<file path="src/rtl/fifo_pkg.sv">
// Shared FIFO/serializer widths and drain-stage state encoding.
// Pure declarations, no logic.
// Keeps the FIFO model and its drain stage agreeing on word geometry.
package fifo_pkg;

    localparam int FWIDTH  = 32;
    localparam int FDEPTH  = 16;
    localparam int FCWIDTH = $clog2(FDEPTH) + 1;
    localparam int BWIDTH  = 8;
    localparam int NBYTES  = FWIDTH / BWIDTH;
    localparam int IDXW    = $clog2(NBYTES);

    typedef enum logic [0:0] {
        IDLE = 1'b0,
        SEND = 1'b1
    } ser_state_e;

endpackage

</file>
<file path="src/rtl/fifo_byte_serializer_if.sv">
// FIFO read port plus byte-wide valid/ready link of the drain stage.
// No logic; master = serializer, slave = FIFO and byte sink.
// Flow control: Byte_Valid/Byte_Ready on the link, FOutN strobe on the FIFO.
interface fifo_byte_serializer_if;
    import fifo_pkg::*;

    logic [FWIDTH-1:0] F_Data;
    logic              F_EmptyN;
    logic              FOutN;
    logic [BWIDTH-1:0] Byte_Out;
    logic              Byte_Valid;
    logic              Byte_Ready;
    logic              Last_Byte;

    modport master (
        input  F_Data, F_EmptyN, Byte_Ready,
        output FOutN, Byte_Out, Byte_Valid, Last_Byte
    );

    modport slave (
        output F_Data, F_EmptyN, Byte_Ready,
        input  FOutN, Byte_Out, Byte_Valid, Last_Byte
    );

endinterface

</file>
<file path="src/rtl/fifo_ser_shreg.sv">
// Word holding register with byte index; presents the indexed byte, LSB first.
// Latency: byte visible the cycle after Load.
// Backpressure: index only moves on Advance, so the byte holds otherwise.
module fifo_ser_shreg
    import fifo_pkg::*;
(
    input  logic              Clk,
    input  logic              RstN,
    input  logic              Load,
    input  logic              Advance,
    input  logic              Clear,
    input  logic [FWIDTH-1:0] LoadData,
    output logic [BWIDTH-1:0] ByteOut,
    output logic              LastFlag
);

    logic [FWIDTH-1:0] shReg;
    logic [IDXW-1:0]   idx;

    always_ff @(posedge Clk or negedge RstN) begin
        if (!RstN) begin
            shReg <= '0;
            idx   <= '0;
        end else if (Clear) begin
            shReg <= '0;
            idx   <= '0;
        end else if (Load) begin
            shReg <= LoadData;
            idx   <= '0;
        end else if (Advance) begin
            idx <= idx + 1'b1;
        end
    end

    assign ByteOut  = shReg[idx*BWIDTH +: BWIDTH];
    assign LastFlag = (idx == IDXW'(NBYTES - 1));

endmodule

</file>
<file path="src/rtl/fifo_byte_serializer.sv">
// Pops 32-bit words from the FIFO and streams them LSB byte first.
// Latency: pop cycle N, byte 0 valid cycle N+1; back-to-back words without bubbles.
// Backpressure: Byte_Ready low freezes byte, index and state; no pop is issued.
module fifo_byte_serializer
    import fifo_pkg::*;
(
    input  logic                     Clk,
    input  logic                     RstN,
    input  logic                     FClrN,
    input  logic                     Enable,
    fifo_byte_serializer_if.master   bus,
    output logic                     Busy,
    output logic [15:0]              Word_Cnt
);

    localparam logic [0:0] ST_IDLE = IDLE;
    localparam logic [0:0] ST_SEND = SEND;

    logic [0:0] state;
    logic       sendVld;
    logic       lastIdx;
    logic       xfer;
    logic       lastXfer;
    logic       pop;

    assign sendVld  = (state == ST_SEND);
    assign xfer     = sendVld & bus.Byte_Ready;
    assign lastXfer = xfer & lastIdx;

    // RstN gates the strobe so the FIFO never sees a pop while held in reset.
    assign pop = RstN & FClrN & Enable & bus.F_EmptyN & ((state == ST_IDLE) | lastXfer);

    assign bus.FOutN      = ~pop;
    assign bus.Byte_Valid = sendVld;
    assign bus.Last_Byte  = sendVld & lastIdx;
    assign Busy           = sendVld;

    fifo_ser_shreg uShreg (
        .Clk      (Clk),
        .RstN     (RstN),
        .Load     (pop),
        .Advance  (xfer & ~lastIdx & FClrN),
        .Clear    (~FClrN),
        .LoadData (bus.F_Data),
        .ByteOut  (bus.Byte_Out),
        .LastFlag (lastIdx)
    );

    always_ff @(posedge Clk or negedge RstN) begin
        if (!RstN) begin
            state <= ST_IDLE;
        end else if (!FClrN) begin
            state <= ST_IDLE;
        end else if (pop) begin
            state <= ST_SEND;
        end else if (lastXfer) begin
            state <= ST_IDLE;
        end
    end

    // A final byte accepted in a clear cycle still counts as a finished word.
    always_ff @(posedge Clk or negedge RstN) begin
        if (!RstN) begin
            Word_Cnt <= '0;
        end else if (lastXfer) begin
            Word_Cnt <= Word_Cnt + 16'd1;
        end
    end

endmodule

</file>
<file path="src/flat_wrapper.sv">
// flat-port wrapper written by rule: the top's interface ports become plain ports
module fifo_byte_serializer_flat import fifo_pkg::*;
  (Clk, RstN, FClrN, Enable, Busy, Word_Cnt, bus_F_Data, bus_F_EmptyN, bus_Byte_Ready, bus_FOutN, bus_Byte_Out, bus_Byte_Valid, bus_Last_Byte);
  fifo_byte_serializer_if bus_i ();
  input  logic Clk;
  input  logic RstN;
  input  logic FClrN;
  input  logic Enable;
  output logic Busy;
  output logic [15:0] Word_Cnt;
  input wire logic [$bits(bus_i.F_Data)-1:0] bus_F_Data;
  input wire logic [$bits(bus_i.F_EmptyN)-1:0] bus_F_EmptyN;
  input wire logic [$bits(bus_i.Byte_Ready)-1:0] bus_Byte_Ready;
  output wire logic [$bits(bus_i.FOutN)-1:0] bus_FOutN;
  output wire logic [$bits(bus_i.Byte_Out)-1:0] bus_Byte_Out;
  output wire logic [$bits(bus_i.Byte_Valid)-1:0] bus_Byte_Valid;
  output wire logic [$bits(bus_i.Last_Byte)-1:0] bus_Last_Byte;
  assign bus_i.F_Data = bus_F_Data;
  assign bus_i.F_EmptyN = bus_F_EmptyN;
  assign bus_i.Byte_Ready = bus_Byte_Ready;
  assign bus_FOutN = bus_i.FOutN;
  assign bus_Byte_Out = bus_i.Byte_Out;
  assign bus_Byte_Valid = bus_i.Byte_Valid;
  assign bus_Last_Byte = bus_i.Last_Byte;
  fifo_byte_serializer u_core (.Clk(Clk), .RstN(RstN), .FClrN(FClrN), .Enable(Enable), .bus(bus_i), .Busy(Busy), .Word_Cnt(Word_Cnt));
endmodule
</file>
<file path="config.mk">
export PLATFORM = sky130hd
export DESIGN_NAME = fifo_byte_serializer_flat
export DESIGN_NICKNAME = d
export VERILOG_FILES = /design/src/rtl/fifo_pkg.sv /design/src/rtl/fifo_byte_serializer_if.sv /design/src/rtl/fifo_ser_shreg.sv /design/src/rtl/fifo_byte_serializer.sv /design/src/flat_wrapper.sv
export SDC_FILE = /design/constraint.sdc
export NUM_CORES = 1
export LEC_CHECK = 0
export CAP_MARGIN = 10
export CORE_MARGIN = 3
export CORE_UTILIZATION = 25
export CTS_BUF_LIST = sky130_fd_sc_hd__clkbuf_16
export DETAILED_ROUTE_END_ITERATION = 7
export SLEW_MARGIN = 5
export SYNTH_ARGS = -nofsm -noshare
export SYNTH_HDL_FRONTEND = slang
export SYNTH_SLANG_ARGS = --single-unit
</file>
<file path="constraint.sdc">
create_clock -name Clk -period 2.7 [get_ports Clk]
set_input_delay 0.54 -clock Clk [delete_from_list [all_inputs] [get_ports Clk]]
set_output_delay 0.54 -clock Clk [all_outputs]
set_load 0.02 [all_outputs]
</file>
; Word level (Yosys, flattened, before mapping)
; Index checks and enable logic that the tools add are counted.
[op_classes]
n_addsub = 2
n_eq_ne = 4
shift = 1
mux = 8
bitwise_logic = 13
[op_table]
columns = op, n
row1 = 2-to-1 mux 32 bit, 2
row2 = variable part select 32 x 6 -> 8 bit, 1
row3 = adder 16 x 1 -> 16 bit (second input constant), 1
row4 = bitwise AND 1 bit, 9
row5 = 2-to-1 mux 2 bit, 3
row6 = != test 3 x 1 -> 1 bit (second input constant), 2
row7 = 2-to-1 mux 1 bit, 3
row8 = NOT 1 bit, 3
row9 = adder 2 x 1 -> 2 bit (second input constant), 1
row10 = == test 2 bit (second input constant), 1
row11 = != test 2 x 1 -> 1 bit (second input constant), 1
row12 = bitwise OR 1 bit, 1
[word_totals]
ff_bits = 51
in_bits = 38
output_inout_bits = 28
wordCells = 32

; Depth between registers and ports, before layout
[depth]
depth_word = 7
depth_mapped = 7

; By module
; From an unflattened synthesis, not the netlist that was laid out.
[unflattened]
cells_unflattened = 199
hier_area_um2 = 2424.8
[modules_own_cells]
columns = module, instances, cells_per_inst, area_each_um2
row1 = fifo_ser_shreg, 1, 121, 1587.8
row2 = fifo_byte_serializer, 1, 78, 837.1

; Worst setup path after synthesis
; Ideal clock, no wire load.
[synth_timing]
kind = input port to output port
from = input port FClrN
to = output port bus_FOutN
arrival_time_ps = 1195
required_time_ps = 2160
setup_slack_ps = 965
path_stages = 5
path_buffers = 2
cell_sequence = buf_2 nand4_1 nor2_1 buf_2 inv_1
[synth_via]
elab_chain_len = 5
[synth_rtl]
columns = item, line
row1 = "start, declared", flat_wrapper.sv:7  ; input logic FClrN;
row2 = bitwise AND 1 bit (4 in series), fifo_byte_serializer.sv:31  ; assign pop = RstN & FClrN & Enable & bus.F_EmptyN & ((state == ST_IDLE) | lastXfer);
row3 = NOT 1 bit, fifo_byte_serializer.sv:33  ; assign bus.FOutN = ~pop;
row4 = "end, declared", flat_wrapper.sv:14  ; output wire logic [$bits(bus_i.FOutN)-1:0] bus_FOutN;
; No other way between the ends.

; Final worst setup path
[layout_timing]
from = register u_core.uShreg.idx[0]
to = output port bus_Byte_Out[6]
[layout_via]
elab_chain_len = 1
[layout_rtl]
columns = item, line
row1 = "start, declared", fifo_ser_shreg.sv:18  ; logic [IDXW-1:0] idx;
row2 = "start signal, assigned", fifo_ser_shreg.sv:31  ; idx <= idx + 1'b1;
row3 = variable part select 32 x 6 -> 8 bit, fifo_ser_shreg.sv:35  ; assign ByteOut = shReg[idx*BWIDTH +: BWIDTH];
row4 = "end, declared", flat_wrapper.sv:15  ; output wire logic [$bits(bus_i.Byte_Out)-1:0] bus_Byte_Out;
; No other way between the ends.

==> impl_metrics.tcl <==
set metrics [dict create \
    slowest_delay_ns 0.56 \
    skew_ns 0.006609 \
    synth_edf_count 0 \
    ys_seq_area_frac 0.5531 \
    die_h_um 102.1 \
    slew_violations 0 \
    fin_crit_ns 2.518 \
    cts_buffer_depth 2 \
    grtUsageTotal 0.1074 \
    syn_to_final_growth_pct 41.00 \
    gp_congestion 0.7475 \
    fp.coreArea_um2 8848 \
    grt_max_degree 65 \
    async_reset_ff_frac 1.000 \
    drt-vias-per-instance 4.387 \
    cts_tree "done" \
    synth_cell_types 22 \
    detail-route-antenna-nets 0 \
    endpoint_kind "output pin" \
    hp-class "in -> async" \
    netlist_top_cells_count "74 x nand2_1, 51 x dfrtp_1, 32 x o21ai_0, 12 x xnor2_1, 9 x buf_2" \
    grt_first_pass_wirelength_um 8756 \
    synth_top_cell_area_share 0.5531 \
    diodes 0 \
    dp_hpwl_um 3714 \
    synth_area_leader_cell "dfrtp_1" \
    reg2reg_from "u_core.uShreg.idx[0]$_DFFE_PN0P_" \
    dieArea_um2 10420 \
    avgSynthCellArea_um2 10.16 \
    rows 34 \
    insertion_delay_ns 0.28 \
    ctsHoldBuffers 0 \
    die_w_um 102.1 \
    first_pass_iters 4 \
    final_layout_size_suffix_gt1_frac 0.08276 \
    synth_most_common_cell "nand2_1" \
    numCtsBuffers 5 \
    antenna_found_initial 0 \
    io_pins 66 \
    p_per_area_nw_per_um2 531.5 \
    cts_root_buffer "clkbuf_16" \
    fmax_mhz 397.1 \
    num-nets-final 329 \
    cts_setup_buffers 0 \
    drc 0 \
    grt_overflow_total 0 \
    worstSetupPathType "reg -> out" \
    port_buffers 65 \
    p_leak_nw 1.387 \
    routed_wirelength_um 5430 \
    worst_pin_slew_ns 0.6613 \
    worst-path-max-fanout 9 \
    multi_input_area_um2 955.9 \
    wl_per_cell_um 13.64 \
    ys.flop_type "dfrtp_1" \
    worst_ep_required_time_ns 2.16 \
    ys_ff_latch 51 \
    vdd_drop_max_v 0.0002799 \
    synthesis.area_um2 2307 \
    setup_tns_ns 0 \
    start_util 0.2607 \
    hold_viol 0 \
    startpoint "u_core.uShreg.idx[0]$_DFFE_PN0P_" \
    critPathSlowestCell "clkdlybuf4s50_1" \
    synth.net_count 267 \
    grt_setup_unrepaired "false" \
    ys_top_cells_by_area "dfrtp_1 55%, nand2_1 12%, mux4_2 7.8%" \
    cp.arrival_ns 1.98 \
    status "finished clean" \
    syn_inst 227 \
    clkSlewWorstSetupHoldPaths_ns 0.07 \
    final-setup-viol-count 0 \
    nFillCells 915 \
    crit_chain "buf_4 > mux4_2 > clkdlybuf4s50_1" \
    register_area_um2 1276 \
    vias 1746 \
    synth_warnings 0 \
    min_period_over_period 0.9327 \
    grt_pass1_vias 1739 \
    worstSetupStartpointType "flop" \
    placed_area_um2 3062 \
    design_area_um2 3253 \
    clock-sinks 51 \
    htreeDepth 2 \
    maxSlewHeadroom 0.5592 \
    drv_cap 0 \
    drt-initial-drc-count 48 \
]
-- flip-flops by register name (all words and copies together) (netlist names) --
register and count:
u_core.uShreg.idx 2, u_core.Busy 1, u_core.Word_Cnt 16, u_core.uShreg.shReg 32
-- final cells by class --
type,instances,share of cell area
Tap cell,108,0.04154
Inverter,1,0.001154
Sequential cell,51,0.3923
Multi-Input combinational cell,159,0.2938
Clock buffer,5,0.03846
Timing Repair Buffer,71,0.2131
Clock inverter,3,0.01962
-- cells by family (layout without fill, tap and decap cells) --
| logic type | Yosys count | after routing | synth area share |
|---|---|---|---|
| xor gates and xnor gates | 16 | 16 | 0.06074 |
| AOI/OAI and AO/OA | 33 | 33 | 0.07267 |
| adders and majority gates | 2 | 2 | 0.01084 |
| buffers and inverters | 17 | 80 | 0.03578 |
| muxes | 9 | 9 | 0.08243 |
| DFF | 51 | 51 | 0.5531 |
| and+or+nand+nor | 99 | 99 | 0.1844 |
-- worst max-delay path, delay by kind of cell (launching register included) --
kind	cells	cell delay (ns)
mux	1	0.53
flops	1	0.36
buf+inv	2	0.80
-- per-layer routing --
layer  GRT usage  vias up  share of wire
met4     0.02422        0         0.0050
met1      0.1503      815           0.49
li1            -      880              -
met3     0.02730        2          0.064
met5           0        -              0
met2      0.1684       49           0.44
-- timing repair --
item,4_1_cts,5_1_grt
resized for setup,0,1
setup endpoints to repair,0,1
endpoints found under the hold margin,0,0
-- path summary, 6_finish.rpt --
kind	depth (start not counted)	to	slack (ns)
max	3	bus_Byte_Out[6]	0.18
min	2	u_core.Word_Cnt[5]$_DFFE_PN0P_	0.39
max reg2reg	6	u_core.uShreg.shReg[28]$_DFFE_PN0P_	0.96
min reg2reg	1	u_core.Word_Cnt[15]$_DFFE_PN0P_	0.46
max in group asynchronous	2	u_core.uShreg.shReg[1]$_DFFE_PN0P_	1.86
min in group Clk	1	u_core.Word_Cnt[15]$_DFFE_PN0P_	0.46
-- metrics by stage --
step	cells	hold slack, ns	setup slack [ns]	util	total power [mW]
global route	398	0.4448	0.07002	0.3676	1.805
global placement	390	0.4599	0.08038	0.3460	0.9505
finish	398	0.3909	0.1817	0.3676	1.729
floorplan	227	0.2444	0.9651	-	0.8545
detailed placement	390	0.4573	0.04330	0.3460	0.9523
CTS	398	0.4142	0.03697	0.3674	1.759
-- cell usage in the layout, fill, tap and decap left out --
master / instances
nor2_4: 1
clkdlybuf4s50_1: 63
and3_1: 7
xnor2_1: 12
bufinv_16: 2
and4_1: 2
nand4_1: 4
inv_1: 2
a21boi_0: 1
nand3_1: 6
and2_1: 1
nor2_2: 1
nand2_1: 74
clkbuf_16: 5
nor2_1: 2
dlymetal6s2s_1: 1
mux2i_1: 1
buf_4: 6
mux4_2: 8
nand3b_1: 1
dfrtp_1: 51
o21ai_0: 32
buf_2: 1
xor2_1: 4
ha_1: 2
-- power breakdown --
part	leakage (nW)	internal, mW	total, mW	switching [mW]
registers	0.705	0.781	0.791	0.00974
logic	0.587	0.0781	0.143	0.0651
clock network	0.0952	0.528	0.795	0.267
Note: power is estimated with default switching activity, not from simulation.
